$ cat src/rtl/drap_imem_loader_if.sv
// Fetch/load bus between the DRAP fetch stage, the boot loader and the instruction memory.
// Fetch: accepted on a rising edge where fetch_req & fetch_ready are both high; each accepted request returns exactly one fetch_valid pulse, in order.
interface drap_imem_loader_if #(
  parameter int B = 32,
  parameter int W = 7
);
  logic         fetch_req;
  logic [W+1:0] fetch_pc;
  logic         fetch_ready;
  logic         fetch_valid;
  logic [B-1:0] fetch_instr;
  logic         fetch_fault;
  logic         load_start;
  logic [W-1:0] load_base;
  logic         load_wr;
  logic [B-1:0] load_data;
  logic         load_end;
  logic         load_busy;
  logic         load_ovf;
  logic         state_dbg;

  modport master (
    output fetch_req, fetch_pc, load_start, load_base, load_wr, load_data, load_end,
    input  fetch_ready, fetch_valid, fetch_instr, fetch_fault, load_busy, load_ovf, state_dbg
  );

  modport slave (
    input  fetch_req, fetch_pc, load_start, load_base, load_wr, load_data, load_end,
    output fetch_ready, fetch_valid, fetch_instr, fetch_fault, load_busy, load_ovf, state_dbg
  );
endinterface

$ cat src/rtl/drap_imem_loader.sv
// DRAP instruction memory: synchronous-read RAM behind a LAT-stage fetch pipe,
// filled by a streaming loader that owns the RAM while in LOAD.
module drap_imem_loader #(
  parameter int           B   = 32,
  parameter int           W   = 7,
  parameter int           LAT = 1,
  parameter logic [B-1:0] NOP = '0
) (
  input logic clk,
  input logic rst_n,
  drap_imem_loader_if.slave bus
);
  typedef enum logic {ST_RUN = 1'b0, ST_LOAD = 1'b1} state_t;

  localparam logic [W-1:0] PTR_MAX = '1;

  state_t                  state, state_nxt;
  logic   [W-1:0]          wr_ptr;
  logic                    wrapped;
  logic                    ovf_q;
  logic                    ready_q;
  logic                    start_ok;
  logic                    wr_en;
  logic                    accept;
  logic                    misaligned;
  logic   [W-1:0]          word_idx;
  logic   [B-1:0]          mem [2**W];
  logic   [LAT-1:0]        v_pipe;
  logic   [LAT-1:0]        f_pipe;
  logic   [LAT-1:0][B-1:0] d_pipe;

  assign accept     = bus.fetch_req & ready_q;
  assign misaligned = |bus.fetch_pc[1:0];
  assign word_idx   = bus.fetch_pc[W+1:2];

  always_ff @(posedge clk or negedge rst_n) begin
    if (!rst_n) state <= ST_RUN;
    else        state <= state_nxt;
  end

  always_comb begin
    state_nxt = state;
    case (state)
      ST_RUN:  if (start_ok)     state_nxt = ST_LOAD;
      ST_LOAD: if (bus.load_end) state_nxt = ST_RUN;
      default: state_nxt = ST_RUN;
    endcase
  end

  // A load_start that coincides with a write in LOAD wins: the pointer restarts and the write is dropped.
  always_comb begin
    bus.load_busy = 1'b0;
    bus.state_dbg = 1'b0;
    start_ok      = 1'b0;
    wr_en         = 1'b0;
    case (state)
      ST_RUN:  start_ok = bus.load_start & ~bus.load_end;
      ST_LOAD: begin
        bus.load_busy = 1'b1;
        bus.state_dbg = 1'b1;
        start_ok      = bus.load_start;
        wr_en         = bus.load_wr & ~bus.load_start & ~wrapped;
      end
      default: ;
    endcase
  end

  // ready_q mirrors the next state so it is 0 in reset and rises one edge after release.
  always_ff @(posedge clk or negedge rst_n) begin
    if (!rst_n) begin
      wr_ptr  <= '0;
      wrapped <= 1'b0;
      ovf_q   <= 1'b0;
      ready_q <= 1'b0;
    end else begin
      ready_q <= (state_nxt == ST_RUN);
      if (start_ok) begin
        wr_ptr  <= bus.load_base;
        wrapped <= 1'b0;
        ovf_q   <= 1'b0;
      end else if (state == ST_LOAD && bus.load_wr) begin
        if (wrapped) begin
          ovf_q <= 1'b1;
        end else begin
          wr_ptr <= wr_ptr + 1'b1;
          if (wr_ptr == PTR_MAX) wrapped <= 1'b1;
        end
      end
    end
  end

  // RAM contents survive reset on purpose: the program stays loaded.
  always_ff @(posedge clk) begin
    if (wr_en) mem[wr_ptr] <= bus.load_data;
  end

  // Data/fault stages only move with a valid token, so the output holds between results.
  always_ff @(posedge clk or negedge rst_n) begin
    if (!rst_n) begin
      v_pipe <= '0;
      f_pipe <= '0;
      d_pipe <= '0;
    end else begin
      v_pipe[0] <= accept;
      if (accept) begin
        f_pipe[0] <= misaligned;
        d_pipe[0] <= misaligned ? NOP : mem[word_idx];
      end
      for (int k = 1; k < LAT; k++) begin
        v_pipe[k] <= v_pipe[k-1];
        if (v_pipe[k-1]) begin
          f_pipe[k] <= f_pipe[k-1];
          d_pipe[k] <= d_pipe[k-1];
        end
      end
    end
  end

  assign bus.fetch_ready = ready_q;
  assign bus.load_ovf    = ovf_q;
  assign bus.fetch_valid = v_pipe[LAT-1];
  assign bus.fetch_fault = v_pipe[LAT-1] & f_pipe[LAT-1];
  assign bus.fetch_instr = d_pipe[LAT-1];
endmodule

$ cat src/flat_wrapper.sv
// flat-port wrapper written by rule: the top's interface ports become plain ports
module drap_imem_loader_flat 
#(
  parameter int           B   = 32,
  parameter int           W   = 7,
  parameter int           LAT = 1,
  parameter logic [B-1:0] NOP = '0
)
  (clk, rst_n, bus_fetch_req, bus_fetch_pc, bus_load_start, bus_load_base, bus_load_wr, bus_load_data, bus_load_end, bus_fetch_ready, bus_fetch_valid, bus_fetch_instr, bus_fetch_fault, bus_load_busy, bus_load_ovf, bus_state_dbg);
  drap_imem_loader_if #(.B(B), .W(W)) bus_i ();
  input logic clk;
  input logic rst_n;
  input wire logic [$bits(bus_i.fetch_req)-1:0] bus_fetch_req;
  input wire logic [$bits(bus_i.fetch_pc)-1:0] bus_fetch_pc;
  input wire logic [$bits(bus_i.load_start)-1:0] bus_load_start;
  input wire logic [$bits(bus_i.load_base)-1:0] bus_load_base;
  input wire logic [$bits(bus_i.load_wr)-1:0] bus_load_wr;
  input wire logic [$bits(bus_i.load_data)-1:0] bus_load_data;
  input wire logic [$bits(bus_i.load_end)-1:0] bus_load_end;
  output wire logic [$bits(bus_i.fetch_ready)-1:0] bus_fetch_ready;
  output wire logic [$bits(bus_i.fetch_valid)-1:0] bus_fetch_valid;
  output wire logic [$bits(bus_i.fetch_instr)-1:0] bus_fetch_instr;
  output wire logic [$bits(bus_i.fetch_fault)-1:0] bus_fetch_fault;
  output wire logic [$bits(bus_i.load_busy)-1:0] bus_load_busy;
  output wire logic [$bits(bus_i.load_ovf)-1:0] bus_load_ovf;
  output wire logic [$bits(bus_i.state_dbg)-1:0] bus_state_dbg;
  assign bus_i.fetch_req = bus_fetch_req;
  assign bus_i.fetch_pc = bus_fetch_pc;
  assign bus_i.load_start = bus_load_start;
  assign bus_i.load_base = bus_load_base;
  assign bus_i.load_wr = bus_load_wr;
  assign bus_i.load_data = bus_load_data;
  assign bus_i.load_end = bus_load_end;
  assign bus_fetch_ready = bus_i.fetch_ready;
  assign bus_fetch_valid = bus_i.fetch_valid;
  assign bus_fetch_instr = bus_i.fetch_instr;
  assign bus_fetch_fault = bus_i.fetch_fault;
  assign bus_load_busy = bus_i.load_busy;
  assign bus_load_ovf = bus_i.load_ovf;
  assign bus_state_dbg = bus_i.state_dbg;
  drap_imem_loader #(.B(B), .W(W), .LAT(LAT), .NOP(NOP)) u_core (.clk(clk), .rst_n(rst_n), .bus(bus_i));
endmodule
$ cat config.mk
export PLATFORM = sky130hd
export DESIGN_NAME = drap_imem_loader_flat
export DESIGN_NICKNAME = d
export VERILOG_FILES = /design/src/rtl/drap_imem_loader_if.sv /design/src/rtl/drap_imem_loader.sv /design/src/flat_wrapper.sv
export SDC_FILE = /design/constraint.sdc
export NUM_CORES = 2
export LEC_CHECK = 0
export ABC_AREA = 1
export CAP_MARGIN = 20
export CORE_ASPECT_RATIO = 1.75
export CORE_UTILIZATION = 55
export DETAILED_ROUTE_END_ITERATION = 10
export PLACE_DENSITY = 0.71
export SETUP_SLACK_MARGIN = 0.1
export SYNTH_ARGS = -nofsm -noshare
export SYNTH_HDL_FRONTEND = slang
export SYNTH_SLANG_ARGS = --single-unit
$ cat constraint.sdc
create_clock -name clk -period 3.8 [get_ports clk]
set_input_delay 0.76 -clock clk [delete_from_list [all_inputs] [get_ports clk]]
set_output_delay 0.76 -clock clk [all_outputs]
set_load 0.03 [all_outputs]
==> impl_metrics.toml <==
[timing]
final.period_utilization_pct = 90.7
hold_viol = 0
period_minus_slack_ns = 3.45
drv_slew = 0
skew_ns = 0.0566
rsz0062_at_grt = "false"
slew_headroom_pct = 31.1
setup_violations = 0
whs_ns = 0.342
timing.fmax_mhz = 290
tns_ns = 0
worstMarginPinSlew_ns = 1.03

[placement]
hpwl_mm = 310
port_buffers = 91
gp_congestion = 0.954

[floorplan]
dieWidth_um = 418
ioPinCount = 92
die_area_um2 = 305000
std_cell_rows = 266
core_area_um2 = 300000
die_y_um = 729
initial_utilization_pct = 55.4

[min_path]
worstHoldStart = "bus_load_data[31]"
worst_hold_path_type = "in -> reg"

[layout]
final_core_util_pct = 62.2
fin_nets = 13700
syn2layout_area_growth_pct = 12.3
drive_above_1_share_pct = 8.91
num-fill-cells = 22000
regArea_um2 = 124000
multiInputGateArea_um2 = 38000

[setup_path]
r2r-start = "u_core.mem[46][18]"
worst_path_largest_cell_delay_ns = 0.50
crit_top_cell = "nand3_1"
critPathArrivalTime_ns = 4.31
path_cells = "buf_16, inv_16, buf_12, buf_12, buf_12, buf_4, nand2_1, nand3_1, nand3_1, nand3_1, nand3_1, nand3_1, nand2_1, nand2_1, nand3_1, nand2_1"
crit_slowest_cell = "nand3_1"
path_class = "in -> reg"
crit_path_end_kind = "register"
cp-endpoint = "u_core.bus.fetch_instr[18]"
crit_fanout = 46
ff2ff_setup_slack_ns = 1.16
crit_required_ns = 4.66
crit_start = "bus_fetch_pc[2]"
reg2reg_depth = 10
start_kind = "input port"
r2r_end = "u_core.bus.fetch_instr[18]"

[global_routing]
grt_max_degree = 154
grt_usage_pct = 33.9
antenna_found_initial = 21
grt_pass1_wl_mm = 743
grt_overflow = 0
grt_pass1_vias = 110000

[run]
maxCapViolCount = 0

[clock_tree]
cts_tree = "done"
cts_num_sinks = 4141
post_cts_resized = 0
path_clk_slew_ns = 0.06
cts_buffer_depth = 4
clk-insertion-delay-late_ns = 0.94
numCtsBuffers = 352
postCtsHoldBufs = 1
cts_setup_buffers = 0
cts-root-buf = "clkbuf_16"
htreeDepth = 5

[drt]
drc_errors = 0
num_vias = 114000
dr.pass1.iters = 8
drt_iter0_markers = 17200
post_drt_wl_per_cell_um = 29.1
vias_per_cell = 6.32
routed_wl_mm = 524
ant_nets = 0

[run_status]
outcome = "complete, no violations"

[yosys]
yosys_register_bits = 4141
yosysSeqAreaShare_pct = 74.6
synth_area_per_cell_um2 = 12.2
ys_warn_count = 0
synth_cells = 13600
synth_cell_types = 26
syn_nets = 13600
syn_area_um2 = 166000

[power_and_ir_drop]
leakage_uw = 0.0651
p_per_area_nw_per_um2 = 497
ir_worst_vdd_mv = 0.382
[registers in the layout (all words and copies together) (netlist names)]
| name | flops |
|---|---|
| u_core.mem | 4096 |
| u_core.bus.fetch_instr | 32 |
| u_core.wr_ptr | 7 |
| u_core.bus.fetch_ready | 1 |
| u_core.bus.fetch_valid | 1 |
| u_core.bus.load_ovf | 1 |
| u_core.f_pipe | 1 |
| u_core.state | 1 |
| u_core.wrapped | 1 |
[synth_stat cells]
cell,n,area (um^2)
inv_4,2,12.5
nand2_1,4326,16200
o221ai_1,2,17.5
a22o_1,1,8.76
nand3_1,4003,20000
ha_1,1,12.5
xor2_1,2,17.5
xnor2_1,1,8.76
o22ai_1,1,6.26
buf_2,466,2330
nor2_1,143,537
o32ai_1,1,8.76
inv_2,2,7.51
buf_6,37,417
inv_1,29,109
o211ai_1,2,15.0
or2_2,1,6.26
buf_4,202,1520
a21oi_1,2,10.0
buf_8,1,15.0
edfxtp_1,4096,123000
o21ai_0,7,35.0
nor3_1,7,35.0
clkbuf_1,133,499
dfrtp_1,45,1130
buf_1,78,293
[power by group]
part           switching [uW]  leakage [uW]  internal (uW)
Sequential                102        0.0374          50200
Clock                   16300       0.00541          19400
Combinational            5130        0.0223           1630
[worst min-delay path by stage]
stage	cells past startpoint	endpoint	slack (ns)
after global placement	2	u_core.bus.fetch_instr[9]	0.46
after CTS	2	u_core.bus.fetch_valid	0.31
after floorplan	0	u_core.bus.fetch_instr[0]	0.46
after global routing	1	u_core.mem[77][29]	0.35
after detailed placement	2	u_core.bus.fetch_instr[9]	0.48
final	1	u_core.mem[38][31]	0.34
[cells in the final DEF, fill, tap and decap left out, types with 3 or more instances in the layout]
cell type / Yosys / layout
nand2_2: 0 / 8
bufinv_16: 0 / 29
clkinv_8: 0 / 5
diode_2: 0 / 8
inv_6: 0 / 16
clkinvlp_4: 0 / 16
clkinv_1: 0 / 77
clkbuf_16: 0 / 358
dfrtp_1: 45 / 45
o21ai_0: 7 / 7
buf_12: 0 / 257
clkinv_2: 0 / 56
nor2_4: 0 / 128
edfxtp_1: 4096 / 4096
nand2_1: 4326 / 4318
inv_16: 0 / 4
inv_1: 29 / 27
nand3_1: 4003 / 4003
buf_8: 1 / 3
clkinv_4: 0 / 3
nor3_1: 7 / 6
nor2_1: 143 / 15
clkdlybuf4s50_1: 0 / 52
clkbuf_1: 133 / 64
buf_4: 202 / 345
clkbuf_8: 0 / 5
[cell type report]
type	instances	area share [%]
clock buffer	427	4.96
antenna	8	0.0107
multi-input combinational	8500	20.3
sequential	4141	66.4
inverter	33	0.0931
timing repair buffer	663	4.49
clock inverter	204	0.989
tap	4020	2.69
[metal layers]
layer | share of wire, % | up-vias | global-route usage [%]
li1 | - | 48700 | -
met1 | 32 | 55600 | 39.6
met2 | 47 | 7845 | 54.5
met3 | 11 | 1662 | 5.89
met4 | 9.9 | 10 | 29.0
met5 | 0.013 | - | 0
[through the flow]
| step | cell area, um^2 | std cells | power [uW] | setup slack, ns |
|---|---|---|---|---|
| 3_5_place_dp | 176000 | 17400 | 57900 | -0.372 |
| 3_3_place_gp | 176000 | 17400 | 57800 | -0.349 |
| 2_1_floorplan | 166000 | 13600 | 54500 | 0.247 |
| 5_1_grt | 187000 | 18000 | 94700 | 0.504 |
| 6_report | 187000 | 18000 | 92800 | 0.352 |
| 4_1_cts | 187000 | 18000 | 92800 | 0.493 |
[worst max-delay path: cells and delay by family]
kind | cells | cell delay [ns]
buffers and inverters | 6 | 1.35
and+or+nand+nor | 10 | 2.06
[kinds of logic (layout without fill, tap and decap cells)]
kind of cell,count (synthesis),in the layout,share of synthesized area [%]
AND/OR/NAND/NOR,8480,8480,22.2
flip-flops,4141,4141,74.6
other,0,8,0
AO/OA/AOI/OAI,16,16,0.0609
adder cells (fa/ha/maj),1,1,0.00752
buffers and inverters,950,1327,3.13
XOR/XNOR,3,3,0.0158
Note: power is estimated with default switching activity, not from simulation.
